**src/rtl/proj_to_affine.sv**
```systemverilog
// proj_to_affine: projective (X,Y,Z) to affine (X/Z, Y/Z) mod q using an external inverter
// and two bit-serial MSB-first modular multiplications. Define INV_TIMEOUT_EN for inverter timeout.
module proj_to_affine #(
    parameter int MODULU_LENGTH = 32
) (
    input  logic                     clk,
    input  logic                     rst,
    input  logic                     start,
    input  logic [MODULU_LENGTH-1:0] prime_q,
    input  logic [MODULU_LENGTH-1:0] X,
    input  logic [MODULU_LENGTH-1:0] Y,
    input  logic [MODULU_LENGTH-1:0] Z,
    output logic                     busy,
    output logic [MODULU_LENGTH-1:0] x_aff,
    output logic [MODULU_LENGTH-1:0] y_aff,
    output logic                     out_valid,
    output logic                     inf,
    output logic                     err,
    output logic                     inv_go,
    output logic [MODULU_LENGTH-1:0] inv_a,
    output logic [MODULU_LENGTH-1:0] inv_q,
    input  logic                     inv_valid,
    input  logic [MODULU_LENGTH-1:0] inv_R
);
    localparam int N  = MODULU_LENGTH;
    localparam int IW = $clog2(N);

    typedef enum logic [2:0] {IDLE, INV_START, INV_WAIT, MUL_X, MUL_Y, DONE} state_t;

    state_t        r_state, w_next;
    logic [N-1:0]  r_x, r_y, r_z, r_q, r_zinv, r_acc, r_xres;
    logic [IW-1:0] r_idx;
    logic [N:0]    w_q1, w_dbl, w_dbl_r, w_add;
    logic [N-1:0]  w_add_r, w_t, w_zinv;
    logic          w_bit, w_last, w_tmo;

    // One multiply iteration: acc = 2*acc (+ zinv if multiplier bit set), each step reduced once
    assign w_q1    = {1'b0, r_q};
    assign w_dbl   = {r_acc, 1'b0};
    assign w_dbl_r = w_dbl >= w_q1 ? w_dbl - w_q1 : w_dbl;
    assign w_add   = w_dbl_r + {1'b0, r_zinv};
    assign w_add_r = N'(w_add >= w_q1 ? w_add - w_q1 : w_add);
    assign w_bit   = r_state == MUL_X ? r_x[r_idx] : r_y[r_idx];
    assign w_t     = w_bit ? w_add_r : w_dbl_r[N-1:0];
    assign w_last  = r_idx == '0;
    assign w_zinv  = inv_R >= r_q ? inv_R - r_q : inv_R;

    assign busy      = r_state != IDLE;
    assign out_valid = r_state == DONE;
    assign inv_go    = r_state == INV_START;
    assign inv_a     = r_z;
    assign inv_q     = r_q;

`ifdef INV_TIMEOUT_EN
    localparam int CW = $clog2(4 * N);
    logic [CW-1:0] r_cnt;
    logic          r_err;
    assign w_tmo = r_cnt == CW'(4 * N - 1);
    assign err   = r_err;
    // DONE is only reached from INV_WAIT via timeout, so that path alone raises err
    always_ff @(posedge clk or posedge rst) begin
        if (rst) begin
            r_cnt <= '0;
            r_err <= 1'b0;
        end else begin
            r_cnt <= r_state == INV_WAIT ? r_cnt + 1'b1 : '0;
            if (w_next == DONE) r_err <= r_state == INV_WAIT;
        end
    end
`else
    assign w_tmo = 1'b0;
    assign err   = 1'b0;
`endif

    always_comb begin
        w_next = r_state;
        case (r_state)
            IDLE:      w_next = start ? (Z == '0 ? DONE : INV_START) : IDLE;
            INV_START: w_next = INV_WAIT;
            INV_WAIT:  w_next = inv_valid ? MUL_X : (w_tmo ? DONE : INV_WAIT);
            MUL_X:     w_next = w_last ? MUL_Y : MUL_X;
            MUL_Y:     w_next = w_last ? DONE : MUL_Y;
            default:   w_next = IDLE;
        endcase
    end

    always_ff @(posedge clk or posedge rst) begin
        if (rst) begin
            r_state <= IDLE;
            r_x     <= '0;
            r_y     <= '0;
            r_z     <= '0;
            r_q     <= '0;
            r_zinv  <= '0;
            r_acc   <= '0;
            r_xres  <= '0;
            r_idx   <= '0;
            x_aff   <= '0;
            y_aff   <= '0;
            inf     <= 1'b0;
        end else begin
            r_state <= w_next;
            if (r_state == IDLE && start) begin
                r_x <= X;
                r_y <= Y;
                r_z <= Z;
                r_q <= prime_q;
            end
            if (r_state == INV_WAIT) begin
                r_acc <= '0;
                r_idx <= IW'(N - 1);
                if (inv_valid) r_zinv <= w_zinv;
            end
            if (r_state == MUL_X || r_state == MUL_Y) begin
                r_acc <= w_last ? '0 : w_t;
                r_idx <= w_last ? IW'(N - 1) : r_idx - 1'b1;
            end
            if (r_state == MUL_X && w_last) r_xres <= w_t;
            // Results are loaded on entry to DONE so they are valid alongside out_valid
            if (w_next == DONE) begin
                inf   <= r_state == IDLE;
                x_aff <= r_state == MUL_Y ? r_xres : '0;
                y_aff <= r_state == MUL_Y ? w_t : '0;
            end
        end
    end
endmodule

```
**config.mk**
```make
export PLATFORM = sky130hd
export DESIGN_NAME = proj_to_affine
export DESIGN_NICKNAME = d
export VERILOG_FILES = /design/src/rtl/proj_to_affine.sv
export SDC_FILE = /design/constraint.sdc
export NUM_CORES = 1
export LEC_CHECK = 0
export CAP_MARGIN = 20
export CORE_MARGIN = 2
export CORE_UTILIZATION = 35
export CTS_CLUSTER_SIZE = 25
export DETAILED_ROUTE_END_ITERATION = 10
export GPL_ROUTABILITY_DRIVEN = 0
export GPL_TIMING_DRIVEN = 0
export HOLD_SLACK_MARGIN = 0.15
export SLEW_MARGIN = 20
export SYNTH_ARGS = -nofsm -noshare
export SYNTH_HDL_FRONTEND = slang
export SYNTH_SLANG_ARGS = --single-unit
```
**constraint.sdc**
```tcl
create_clock -name clk -period 16.01 [get_ports clk]
set_input_delay 4.0025 -clock clk [delete_from_list [all_inputs] [get_ports clk]]
set_output_delay 4.0025 -clock clk [all_outputs]
set_load 0.02 [all_outputs]
```
==> reports/summary.log <==
INFO  outcome        outcome=finished, final reports clean
INFO  yosys          synth_edf_count=0
INFO  die            initial_utilization=35.54%
INFO  die            coreArea=55310um2
INFO  flow_run       max-cap-violations=0
INFO  timing         final_min_period_over_clock_period=65.13%
INFO  cts            root_buffer=clkbuf_16
INFO  routing        iteration_count_of_the_initial_detailed_routing_pass=6
INFO  routing        vias_per_instance=5.514
INFO  routing        drt-wirelength-per-cell=20.75um
INFO  yosys          ys_warn_count=0
INFO  timing         finalSetupViolCount=0
INFO  yosys          avgSynthCellArea=8.432um2
INFO  global_route   grt.overflow.total=0
INFO  worst_setup_path timing_worst_setup_path_type=register to register
INFO  yosys          ys_types=83
INFO  cts            path_clk_slew=60ps
INFO  min_path       hold_class=register to register
INFO  routing        finalWirelength=71.40mm
INFO  cts            cts.repair.resized=0
INFO  routing        route.vias.total=18975
INFO  die            design.die.area=58070um2
INFO  die            fp_rows=86
INFO  worst_setup_path worst_r2r_path_depth=37
INFO  timing         clock.fmax=95.90MHz
INFO  yosys          synth-seq-cells=297
INFO  cts            clock_path_buffers=3
INFO  layout         nNetsFinal=2967
INFO  cts            tritoncts=yes
INFO  place          port_buffers=295
INFO  timing         tightestPinTransition=870.2ps
INFO  yosys          synthFlopType=dfrtp_1
INFO  global_route   grt_first_pass_wirelength=107.9mm
INFO  global_route   groute.usage.overall=24.33%
INFO  timing         fin_skew=27.04ps
INFO  yosys          synthArstFlopShare=100.0%
INFO  yosys          synth_area=19650um2
INFO  worst_setup_path data_arrival_time_at_the_worst_slack_endpoint=10850ps
INFO  die            die_y=241.0um
INFO  routing        drt_first_iter_violations=1427
INFO  global_route   first_global_vias=18788
INFO  worst_setup_path timing.critical_path.from_type=register
INFO  cts            postCtsSetupRepairBufs=0
INFO  worst_setup_path cp_data_required_time=16430ps
INFO  yosys          synth.mux.area_fraction=3.902%
INFO  cts            insertion_delay=580ps
INFO  place          dpl.hpwl=57.24mm
INFO  global_route   grt_max_degree=96
INFO  routing        drc_violation_count_after_routing=0
INFO  global_route   antenna_violations_before_repair=1
INFO  cts            htree_levels=2
INFO  timing         grt_setup_unrepaired=no
INFO  layout         drive_above_1_share=4.606%
INFO  yosys          synthSimpleGateAreaFrac=18.88%
INFO  cts            numClockSinks=297
INFO  worst_setup_path path_common_cell=inv_1
INFO  yosys          synthesis.nets=2628
INFO  yosys          synth_cells=2331
INFO  yosys          synth-compound-area-share=22.04%
INFO  yosys          synth_top_family_by_area=compound AO/OA/AOI/OAI gates
INFO  cts            total_clock_buffers_created_by_cts=37
INFO  timing         max_slew_vio_count=0
INFO  timing         timing.max_slew.rel_slack=41.99%
INFO  worst_setup_path critical_path.max_fanout=10
INFO  timing         hold_viol=0
INFO  cts            post_cts_hold_buffer_count=0
INFO  die            die-width=241.0um
INFO  worst_setup_path critical-path-max-stage-delay=690ps
INFO  yosys          synth_fa_ha_area_share=8.620%
INFO  min_path       min_path_cells=2
INFO  timing         period_minus_slack=10430ps
INFO  timing         fin_tns_setup=0ps
INFO  routing        drt.antenna.violating_nets=0
INFO  yosys          synth-seq-area-share=37.82%
INFO  yosys          yosys.area_share.xor_xnor=4.635%
INFO  layout         area_growth_from_synthesis_to_layout=26.29%
INFO  die            i_o_pin_count=297
INFO  worst_setup_path slowest_cp_cell=nor4_1
INFO  worst_setup_path type_of_destination_of_the_critical_path=register
[area by class of cell]
| cell class | count | area [um2] |
|---|---|---|
| antenna | 1 | 2.502 |
| clock inverter | 7 | 90.09 |
| buffer | 102 | 420.4 |
| timing repair buffer | 300 | 3050 |
| inverter | 102 | 390.4 |
| fill | 5527 | 30490 |
| multi-input combinational | 1830 | 11430 |
| tap | 748 | 935.9 |
| sequential | 297 | 7432 |
| clock buffer | 54 | 1070 |
[metrics by stage]
| stage | instance area [um2] | utilization, % | worst slack, ps | hold slack [ps] | instances |
|---|---|---|---|---|---|
| CTS | 24820 | 44.87 | 5991 | 475.1 | 3440 |
| detailed placement | 23660 | 42.78 | 6043 | 461.7 | 3379 |
| finish | 24820 | 44.88 | 5582 | 469.4 | 3441 |
| global route | 24820 | 44.87 | 5040 | 484.9 | 3440 |
| floorplan | 19650 | - | 3803 | 440.3 | 2331 |
| global placement | 23540 | 42.57 | 114.4 | 454.4 | 3374 |
[state kept, by name, indices dropped and copies added, names as in the netlist, 32 cells and up]
signal	cells
inv_a	32
inv_q	32
r_acc	32
r_x	32
r_xres	32
r_y	32
r_zinv	32
x_aff	32
y_aff	32
[path summary, 6_finish.rpt]
kind,startpoint,to,slack (ps)
max,inv_q[25],r_xres[26],5580
min in group asynchronous,rst,r_y[19],3860
max reg2reg,inv_q[25],r_xres[26],5580
max in group asynchronous,rst,inv_a[9],11300
min reg2reg,r_y[2],r_y[2],470
min,r_y[2],r_y[2],470
[placed cells by master, fill, tap and decap left out, types with 22 or more instances in the layout]
master / count
nand2_1: 560
dfrtp_1: 297
clkdlybuf4s50_1: 295
o21ai_0: 195
a21oi_1: 150
nor2_1: 143
ha_1: 129
inv_1: 100
clkbuf_1: 93
a21o_1: 73
xnor2_1: 65
xor2_1: 39
clkbuf_16: 37
o221ai_1: 29
nand3_1: 26
mux2i_1: 26
nor3_1: 25
nand4_1: 23
o21a_1: 22
[logic make-up (layout without fill, tap and decap cells)]
kind of cell               count (synthesis)  count (layout)
other                                      1               2
buffers and inverters                    204             565
muxes                                     52              52
DFF                                      297             297
and+or+nand+nor                          878             878
AOI/OAI and AO/OA                        662             662
adders and majority gates                133             133
xor gates and xnor gates                 104             104
[metal layers]
metal  GRT usage [%]  vias to the layer above  part of all wire [%]
li1                -                     8934                     -
met1           30.84                     9110                    41
met2           40.18                      745                    47
met3           4.461                      184                   6.7
met4           11.37                        2                   4.8
met5               0                        -                 0.017
[cell usage after synthesis (12+ instances only)]
cell type  instances  area (um2)
nand2_1          560        2102
dfrtp_1          297        7432
o21ai_0          195       975.9
a21oi_1          150       750.7
nor2_1           143       536.8
ha_1             129        1614
inv_1            101       379.1
clkbuf_1          84       315.3
a21o_1            73       548.0
xnor2_1           65       569.3
xor2_1            39       341.6
o221ai_1          29       254.0
mux2i_1           26       260.3
nand3_1           26       130.1
nor3_1            26       130.1
nand4_1           23       143.9
o21a_1            22       165.2
a221o_1           21       210.2
and3_1            20       125.1
mux4_2            19       427.9
nor2b_1           18       112.6
a31oi_1           17       106.4
and2_1            15       93.84
nand2b_1          14       87.58
o21bai_1          14       105.1
buf_2             12       60.06
[worst max-delay path, delay by kind of cell, from the launching register on]
kind	cells	cell delay, ps
and+or+nand+nor	11	3190
adders and majority gates	4	1340
DFF	1	350
AOI/OAI and AO/OA	13	3100
xor gates and xnor gates	1	170
buffers and inverters	8	2080
Power is not shown: default switching activity piles up to over one toggle a cycle in this logic, so the estimate is an artifact.
